==> src/rtl/change_dispenser_if.sv <==
// Coin-return handshake bundle between the VM purchase FSM, the dispenser and the ejectors.
// The slave modport is the dispenser view; master is the VM/ejector-side view.
interface change_dispenser_if #(
  parameter int BAL_W = 8
);
  logic             start;
  logic [BAL_W-1:0] amount;
  logic             coin_ack;
  logic             ten_empty;
  logic             one_empty;
  logic             eject_ten;
  logic             eject_one;
  logic             busy;
  logic             done;
  logic             fault;
  logic [BAL_W-1:0] remaining;
  logic [2:0]       status;

  modport slave (
    input  start, amount, coin_ack, ten_empty, one_empty,
    output eject_ten, eject_one, busy, done, fault, remaining, status
  );

  modport master (
    output start, amount, coin_ack, ten_empty, one_empty,
    input  eject_ten, eject_one, busy, done, fault, remaining, status
  );
endinterface

==> src/rtl/change_dispenser.sv <==
// Pays change as ten-yuan coins then one-yuan coins; each coin is an eject pulse plus ack.
// Per coin: 1 SEL + PULSE_CYC + ack wait; empty hoppers or ack timeout end in a sticky fault.
module change_dispenser #(
  parameter int BAL_W     = 8,
  parameter int PULSE_CYC = 4,
  parameter int TIMEOUT   = 255
) (
  input logic               clk,
  input logic               rst,
  change_dispenser_if.slave bus
);
  localparam int PC_W = (PULSE_CYC > 1) ? $clog2(PULSE_CYC) : 1;
  localparam int TO_W = $clog2(TIMEOUT + 1);

  typedef enum logic [2:0] {
    IDLE     = 3'd0,
    SEL      = 3'd1,
    PULSE    = 3'd2,
    WAIT_ACK = 3'd3,
    DONE     = 3'd4,
    FAULT    = 3'd5
  } state_e;

  state_e           state_q, state_d;
  logic [BAL_W-1:0] rem_q, rem_d;
  logic [PC_W-1:0]  pcnt_q, pcnt_d;
  logic [TO_W-1:0]  tcnt_q, tcnt_d;
  logic             ten_q, ten_d;
  logic             ack_seen_q, ack_seen_d;
  logic             fault_q, fault_d;
  logic             done_q, done_d;
  logic             busy_q, busy_d;
  logic             ej_ten_q, ej_ten_d;
  logic             ej_one_q, ej_one_d;
  logic [BAL_W-1:0] rem_dec;

  always_comb begin
    state_d    = state_q;
    rem_d      = rem_q;
    pcnt_d     = pcnt_q;
    tcnt_d     = tcnt_q;
    ten_d      = ten_q;
    ack_seen_d = ack_seen_q;
    fault_d    = fault_q;
    rem_dec    = rem_q - (ten_q ? BAL_W'(10) : BAL_W'(1));

    case (state_q)
      IDLE: begin
        if (bus.start) begin
          fault_d = 1'b0;
          if (bus.amount != '0) begin
            rem_d   = bus.amount;
            state_d = SEL;
          end else begin
            state_d = DONE;
          end
        end
      end
      SEL: begin
        pcnt_d     = '0;
        ack_seen_d = 1'b0;
        if (rem_q == '0) begin
          state_d = DONE;
        end else if (rem_q >= BAL_W'(10) && !bus.ten_empty) begin
          ten_d   = 1'b1;
          state_d = PULSE;
        end else if (!bus.one_empty) begin
          ten_d   = 1'b0;
          state_d = PULSE;
        end else begin
          state_d = FAULT;
        end
      end
      PULSE: begin
        ack_seen_d = ack_seen_q | bus.coin_ack;
        if (pcnt_q == PC_W'(PULSE_CYC - 1)) begin
          // An ack already seen during the pulse completes the coin without WAIT_ACK.
          if (ack_seen_q || bus.coin_ack) begin
            rem_d      = rem_dec;
            ack_seen_d = 1'b0;
            state_d    = SEL;
          end else begin
            tcnt_d  = TO_W'(1);
            state_d = WAIT_ACK;
          end
        end else begin
          pcnt_d = pcnt_q + PC_W'(1);
        end
      end
      WAIT_ACK: begin
        if (bus.coin_ack) begin
          rem_d      = rem_dec;
          ack_seen_d = 1'b0;
          state_d    = SEL;
        end else if (tcnt_q == TO_W'(TIMEOUT)) begin
          state_d = FAULT;
        end else begin
          tcnt_d = tcnt_q + TO_W'(1);
        end
      end
      DONE:    state_d = IDLE;
      FAULT:   state_d = IDLE;
      default: state_d = IDLE;
    endcase

    if (state_d == FAULT) fault_d = 1'b1;
    if (state_d == DONE)  rem_d   = '0;

    ej_ten_d = (state_d == PULSE) && ten_d;
    ej_one_d = (state_d == PULSE) && !ten_d;
    done_d   = (state_d == DONE);
    busy_d   = (state_d != IDLE);
  end

  always_ff @(posedge clk or posedge rst) begin
    if (rst) begin
      state_q    <= IDLE;
      rem_q      <= '0;
      pcnt_q     <= '0;
      tcnt_q     <= '0;
      ten_q      <= 1'b0;
      ack_seen_q <= 1'b0;
      fault_q    <= 1'b0;
      done_q     <= 1'b0;
      busy_q     <= 1'b0;
      ej_ten_q   <= 1'b0;
      ej_one_q   <= 1'b0;
    end else begin
      state_q    <= state_d;
      rem_q      <= rem_d;
      pcnt_q     <= pcnt_d;
      tcnt_q     <= tcnt_d;
      ten_q      <= ten_d;
      ack_seen_q <= ack_seen_d;
      fault_q    <= fault_d;
      done_q     <= done_d;
      busy_q     <= busy_d;
      ej_ten_q   <= ej_ten_d;
      ej_one_q   <= ej_one_d;
    end
  end

  assign bus.eject_ten = ej_ten_q;
  assign bus.eject_one = ej_one_q;
  assign bus.busy      = busy_q;
  assign bus.done      = done_q;
  assign bus.fault     = fault_q;
  assign bus.remaining = rem_q;
  assign bus.status    = state_q;
endmodule

==> src/flat_wrapper.sv <==
// flat-port wrapper written by rule: the top's interface ports become plain ports
module change_dispenser_flat 
#(
  parameter int BAL_W     = 8,
  parameter int PULSE_CYC = 4,
  parameter int TIMEOUT   = 255
)
  (clk, rst, bus_start, bus_amount, bus_coin_ack, bus_ten_empty, bus_one_empty, bus_eject_ten, bus_eject_one, bus_busy, bus_done, bus_fault, bus_remaining, bus_status);
  change_dispenser_if #(.BAL_W(BAL_W)) bus_i ();
  input logic clk;
  input logic rst;
  input wire logic [$bits(bus_i.start)-1:0] bus_start;
  input wire logic [$bits(bus_i.amount)-1:0] bus_amount;
  input wire logic [$bits(bus_i.coin_ack)-1:0] bus_coin_ack;
  input wire logic [$bits(bus_i.ten_empty)-1:0] bus_ten_empty;
  input wire logic [$bits(bus_i.one_empty)-1:0] bus_one_empty;
  output wire logic [$bits(bus_i.eject_ten)-1:0] bus_eject_ten;
  output wire logic [$bits(bus_i.eject_one)-1:0] bus_eject_one;
  output wire logic [$bits(bus_i.busy)-1:0] bus_busy;
  output wire logic [$bits(bus_i.done)-1:0] bus_done;
  output wire logic [$bits(bus_i.fault)-1:0] bus_fault;
  output wire logic [$bits(bus_i.remaining)-1:0] bus_remaining;
  output wire logic [$bits(bus_i.status)-1:0] bus_status;
  assign bus_i.start = bus_start;
  assign bus_i.amount = bus_amount;
  assign bus_i.coin_ack = bus_coin_ack;
  assign bus_i.ten_empty = bus_ten_empty;
  assign bus_i.one_empty = bus_one_empty;
  assign bus_eject_ten = bus_i.eject_ten;
  assign bus_eject_one = bus_i.eject_one;
  assign bus_busy = bus_i.busy;
  assign bus_done = bus_i.done;
  assign bus_fault = bus_i.fault;
  assign bus_remaining = bus_i.remaining;
  assign bus_status = bus_i.status;
  change_dispenser #(.BAL_W(BAL_W), .PULSE_CYC(PULSE_CYC), .TIMEOUT(TIMEOUT)) u_core (.clk(clk), .rst(rst), .bus(bus_i));
endmodule
==> config.mk <==
export PLATFORM = sky130hd
export DESIGN_NAME = change_dispenser_flat
export DESIGN_NICKNAME = d
export VERILOG_FILES = /design/src/rtl/change_dispenser_if.sv /design/src/rtl/change_dispenser.sv /design/src/flat_wrapper.sv
export SDC_FILE = /design/constraint.sdc
export NUM_CORES = 1
export LEC_CHECK = 0
export CORE_UTILIZATION = 50
export CTS_CLUSTER_SIZE = 10
export DETAILED_ROUTE_END_ITERATION = 10
export PLACE_DENSITY = 0.76
export SYNTH_ARGS = -nofsm -noshare
export SYNTH_HDL_FRONTEND = slang
export SYNTH_SLANG_ARGS = --single-unit
export TNS_END_PERCENT = 100
==> constraint.sdc <==
create_clock -name clk -period 2.5 [get_ports clk]
set_input_delay 0.5 -clock clk [delete_from_list [all_inputs] [get_ports clk]]
set_output_delay 0.5 -clock clk [all_outputs]
set_load 0.05 [all_outputs]
* Yosys cells after proc, flatten, opt, wreduce, memory -nomap -nowiden
Cells that the tools add are included.
Storage, ports and cells: bits of input ports 14, word-level logic and storage cells 92, register bits after elaboration 28
Cells by class: reduce and logical (&&, ||, !) cells 21, mux-type cells 36, bitwise logic cells 1, $lt $le $gt $ge 1, add/sub/neg operators 3, equal/unequal tests 19
Operators by type and width (count):
- $mux W8 | 10
- $mux W3 | 8
- $pmux W8 S3 | 1
- $pmux W8 S2 | 1
- $pmux W3 S4 | 1
- $mux W1 | 10
- $ne A2 B2 Y1 const B | 5
- $eq A3 B2 Y1 const B | 3
- $ne A3 B1 Y1 const B | 3
- $add A8 B1 Y8 const B | 1
- $eq A8 B8 Y1 const B | 1
- $ge A8 B4 Y1 const B | 1
- $logic_not A8 Y1 | 1
- $reduce_bool A2 Y1 | 4
- $reduce_bool A8 Y1 | 1
- $sub A8 B8 Y8 | 1
- $eq A3 B3 Y1 const B | 2
- $ne A3 B2 Y1 const B | 2
- $reduce_and A2 Y1 | 3
- $reduce_and A6 Y1 | 1
- $reduce_bool A3 Y1 | 2
- $reduce_and A5 Y1 | 1
- $mux W2 | 2
- $mux W4 | 1
- other kinds (12) | 15

* Longest topological paths before layout
Gate-level depths: netlist (run 1).
depth after elaboration 8, depth in mapped cells 8, depth with buffers taken out 8

* Worst setup path after synthesis (run 1)
Ideal clock, no wire load.
kind register -> register, start reg u_core.rem_q[6], in the netlist u_core.bus.remaining[6], end reg u_core.rem_q[0], in the netlist u_core.bus.remaining[0], data arrival time 2319 ps, buffers on the path 0, cell stages (with the launch flop) 6, path slack 36 ps, clock period less this slack 2464 ps, setup time 145 ps, cells stage by stage dfrtp_1 nor4_1 a21oi_1 a311o_2 a2111oi_4 nor2_1
Between the ends: cells in the longest elaborated chain, start to end 8
Ends and longest elaborated chain:
- start, declared | RTL line change_dispenser.sv:25 | logic [BAL_W-1:0] rem_q, rem_d;
- start signal, assigned | RTL line change_dispenser.sv:130 | rem_q <= rem_d;
- $ge A8 B4 Y1 | RTL line change_dispenser.sv:64 | end else if (rem_q >= BAL_W'(10) && !bus.ten_empty) begin
- $logic_and A1 B1 Y1 | RTL line change_dispenser.sv:64
- $mux W3 | RTL line change_dispenser.sv:64
- $mux W3 * | RTL line change_dispenser.sv:62 | if (rem_q == '0) begin
- $pmux W3 S4 * | RTL line change_dispenser.sv:47 | case (state_q)
- named net u_core.state_d[0] | RTL line change_dispenser.sv:24 | state_e state_q, state_d;
- $eq A3 B3 Y1 *
- named net u_core.done_d | RTL line change_dispenser.sv:31 | logic done_q, done_d;
- $ne A3 B1 Y1 (no source line), or another cell as far along
- $reduce_and A6 Y1 (no source line)
Mark *: on every way through the listed nets, which the timed path passes. The rest lies on a longest branch. A chain may end at the register's enable or synchronous reset.

* Final worst setup path (run 1)
start in bus_amount[5], end reg u_core.busy_q, in the netlist u_core.bus.busy
Between the ends: cells in the longest elaborated chain, start to end 5
Ends and longest elaborated chain:
- start, declared | RTL line flat_wrapper.sv:13 | input wire logic [$bits(bus_i.amount)-1:0] bus_amount;
- $reduce_bool A8 Y1 | RTL line change_dispenser.sv:51 | if (bus.amount != '0) begin
- $mux W3 | RTL line change_dispenser.sv:51
- $mux W3 | RTL line change_dispenser.sv:49 | if (bus.start) begin
- $pmux W3 S4 | RTL line change_dispenser.sv:47
- named net u_core.state_d[0] | RTL line change_dispenser.sv:24
- $reduce_bool A3 Y1 | RTL line change_dispenser.sv:112 | busy_d = (state_d != IDLE);
- named net u_core.busy_d | RTL line change_dispenser.sv:32 | logic busy_q, busy_d;
- end signal, assigned | RTL line change_dispenser.sv:137 | busy_q <= busy_d;
- end, declared | RTL line change_dispenser.sv:32
The timed path passes the listed nets, and every way through them passes these cells.

==> results of run 1 <==
[tightest hold or removal path, cell delays in order]
cell,delay [ns]
clkdlybuf4s50_1,0.39
inv_1,0.05
buf_4,0.33
[state kept, by name (all words and copies together) (netlist names)]
name	count
u_core.bus.busy	1
u_core.bus.fault	1
u_core.bus.remaining	8
u_core.ten_q	1
u_core.bus.eject_one	1
u_core.bus.status	3
u_core.ack_seen_q	1
u_core.bus.done	1
u_core.bus.eject_ten	1
u_core.tcnt_q	8
u_core.pcnt_q	2
[metal layers]
metal,vias to the layer above,routed length (µm),track usage,part of all wire
li1,765,-,-,-
met1,775,1809,0.3465,0.41
met2,55,2325,0.4662,0.53
met3,12,169,0.04978,0.038
met4,0,98,0.1229,0.022
met5,-,0,0,0
[power by group through the flow]
stage / clock network [mW] / registers [mW] / logic, mW
4_1_cts: 0.232 / 0.783 / 1.84
5_1_grt: 0.257 / 0.816 / 2.00
3_5_place_dp: 0 / 0.788 / 1.83
3_3_place_gp: 0 / 0.778 / 1.74
6_report: 0.228 / 0.792 / 1.84
2_1_floorplan: 0 / 1.14 / 0.866
[layout make-up]
class	count	area share
inverters	14	0.02385
flip-flops and latches	28	0.3180
multi-input cells	134	0.4219
repair buffers	47	0.1948
well taps	44	0.02499
clock buffers	4	0.01647
[placed cells by master, fill, tap and decap left out, types with 5 or more instances in the layout]
| cell type | netlist | final |
|---|---|---|
| nand3_1 | 8 | 8 |
| nor2_1 | 17 | 17 |
| or4_1 | 6 | 5 |
| ha_1 | 5 | 5 |
| clkdlybuf4s50_1 | 0 | 29 |
| dfrtp_1 | 28 | 28 |
| o21ai_0 | 18 | 18 |
| a21oi_1 | 10 | 10 |
| inv_1 | 14 | 14 |
| buf_4 | 0 | 17 |
| nand2_1 | 11 | 11 |
[cells by family (layout without fill, tap and decap cells)]
logic type,after synthesis,in the layout,synth area share
simple gates,63,63,0.2015
compound gates,60,60,0.2650
flops,28,28,0.4133
buf+inv,18,65,0.04428
fa+ha+maj,6,6,0.04871
xor+xnor,3,3,0.01550
mux,2,2,0.01181
[worst max path at each step]
stage,to,cells past startpoint,startpoint,slack [ns]
final,u_core.bus.busy,5,bus_amount[5],0.05
after floorplan,u_core.bus.remaining[0],5,u_core.bus.remaining[6],0.04
after global placement,u_core.bus.remaining[3],7,bus_amount[1],-0.30
after global routing,u_core.bus.remaining[3],7,bus_amount[5],0.05
after detailed placement,u_core.bus.remaining[3],7,bus_amount[5],-0.38
after CTS,u_core.bus.remaining[3],7,bus_amount[5],-0.0000007
[cell usage after synthesis, types with 4 or more instances]
library cell	number	area, µm²
dfrtp_1	28	700.7
o21ai_0	18	90.09
nor2_1	17	63.81
inv_1	14	52.55
nand2_1	11	41.29
a21oi_1	10	50.05
nand3_1	8	40.04
or4_1	6	45.04
ha_1	5	62.56
a211oi_1	4	30.03
a221oi_2	4	60.06
o31ai_1	4	30.03
[timing repair]
action                                  in CTS  in global routing
cloned                                       0                  1
endpoints found under the setup margin       7                 10
gates resized for setup                      1                  3
pin swaps                                    0                  2
[through the flow]
| step | cell area (µm²) | worst slack [ns] | setup TNS [ns] | util | std cells |
|---|---|---|---|---|---|
| finish | 2203 | 0.04843 | 0 | 0.7044 | 271 |
| global route | 2203 | 0.05420 | 0 | 0.7044 | 271 |
| CTS | 2186 | -0.0000006661 | 0 | 0.6988 | 270 |
| detailed placement | 2146 | -0.3779 | -3.820 | 0.6860 | 266 |
| global placement | 2146 | -0.3012 | -2.871 | 0.6860 | 266 |
| floorplan | 1695 | 0.03556 | 0 | - | 180 |
==> flow_summary.json, run 1 <==
{
  "status": "completed",
  "antennaDiodeCount": 0,
  "wl_per_cell_um": 16.24,
  "rsz0062_at_grt": "false",
  "pwr-share-clk": 0.080,
  "die_h_um": 60.23,
  "wirelength_um": 4402,
  "syn_area_per_cell_um2": 9.419,
  "fp.dieArea_um2": 3628,
  "clk_latency_ns": 0.34,
  "syn_inst": 180,
  "vias": 1607,
  "synth_fp_nets": 200,
  "grt_start_max_net_pins": 29,
  "antenna_left": 0,
  "ir_worst_vdd_mv": 0.8793,
  "rrSetupSlack_ns": 0.21,
  "clock_path_buffers": 2,
  "maxCapViolCount": 0,
  "die_w_um": 60.23,
  "fmax_ghz": 0.4079,
  "power_density_nw_per_um2": 1300,
  "numCtsBuffers": 3,
  "end_kind": "flip-flop",
  "clkSinkCount": 28,
  "cp_data_arrival_time_ns": 2.65,
  "synthFlopType": "dfrtp_1",
  "cts_tree": "done",
  "p_comb_frac": 0.644,
  "slew_headroom": 0.6606,
  "cpPeakStageDelay_ns": 0.56,
  "drtPass1Iterations": 5,
  "r2r_end": "u_core.bus.busy",
  "period_share": 0.9806,
  "synth.ff_latch_count": 28,
  "synth-seq-area-share": 0.4133,
  "htree_levels": 1,
  "finalHoldViolCount": 0,
  "fill_cells": 269,
  "start_util": 0.5420,
  "gp_congestion": 0.8061,
  "fp-row-count": 20,
  "areaGrowthSynthToFinish_pct": 29.96,
  "async_reset_ff_frac": 1.000,
  "ys_types": 46,
  "path_buf_inv": 1,
  "grt_use_total": 0.2783,
  "cp_slowest_cell": "or4_4",
  "seq_area_um2": 700.7,
  "grt_pass1_vias": 1653,
  "seq_power_share": 0.277,
  "clockRootBuffer": "clkbuf_4",
  "worst-setup-path-type": "in2reg",
  "drt_first_iter_violations": 124,
  "switchingPower_mw": 1.430,
  "num_io_pins": 30,
  "cp_data_required_time_ns": 2.70,
  "cp_top_family": "simple AND/OR/NAND/NOR gates",
  "drc_errors": 0,
  "worst_pin_slew_ns": 0.5076,
  "ctsHoldBuffers": 0,
  "total_power_mw": 2.864,
  "p_int_mw": 1.434,
  "viasPerCell": 5.930,
  "cts_setup_buffers": 0,
  "portBuffers": 29,
  "place_hpwl_um": 3229,
  "synth-edff-count": 0,
  "skew_ns": 0.01340,
  "slew_viol_final": 0,
  "leakage_nw": 0.9403,
  "yosysWarnings": 0,
  "clk_pin_slew_ns": 0.16,
  "grt_first_pass_wirelength_um": 7417,
  "hold_slack_ns": 0.5044,
  "nets": 248,
  "antenna_found_initial": 0,
  "grt-ovfl-total": 0,
  "reg2reg_depth": 4,
  "hp-class": "in2async",
  "drive_gt1_frac": 0.1718,
  "setup_viol": 0,
  "swShare": 0.4994,
  "worstPathMaxFanout": 3,
  "start_kind": "input port",
  "path_cells": "clkdlybuf4s50_1 -> or4_4 -> o21ba_1 -> a311o_2 -> or4_1",
  "core_um2": 3128,
  "fin_crit_ns": 2.452,
  "synth_area_um2": 1695,
  "reg2reg_from": "u_core.bus.remaining[2]",
  "multi_input_area_um2": 929.6
}
Power figures use the tool's default switching activity.
==> run 2: changes to the inputs <==
--- a/config.mk
+++ b/config.mk
@@ -5,10 +5,12 @@
 export SDC_FILE = /design/constraint.sdc
 export NUM_CORES = 1
 export LEC_CHECK = 0
+export CAP_MARGIN = 20
 export CORE_UTILIZATION = 50
 export CTS_CLUSTER_SIZE = 10
 export DETAILED_ROUTE_END_ITERATION = 10
 export PLACE_DENSITY = 0.76
+export SKIP_LAST_GASP = 1
 export SYNTH_ARGS = -nofsm -noshare
 export SYNTH_HDL_FRONTEND = slang
 export SYNTH_SLANG_ARGS = --single-unit
==> results of run 2 <==
The final DEF is identical to that of run 1; final timing and power are the same.
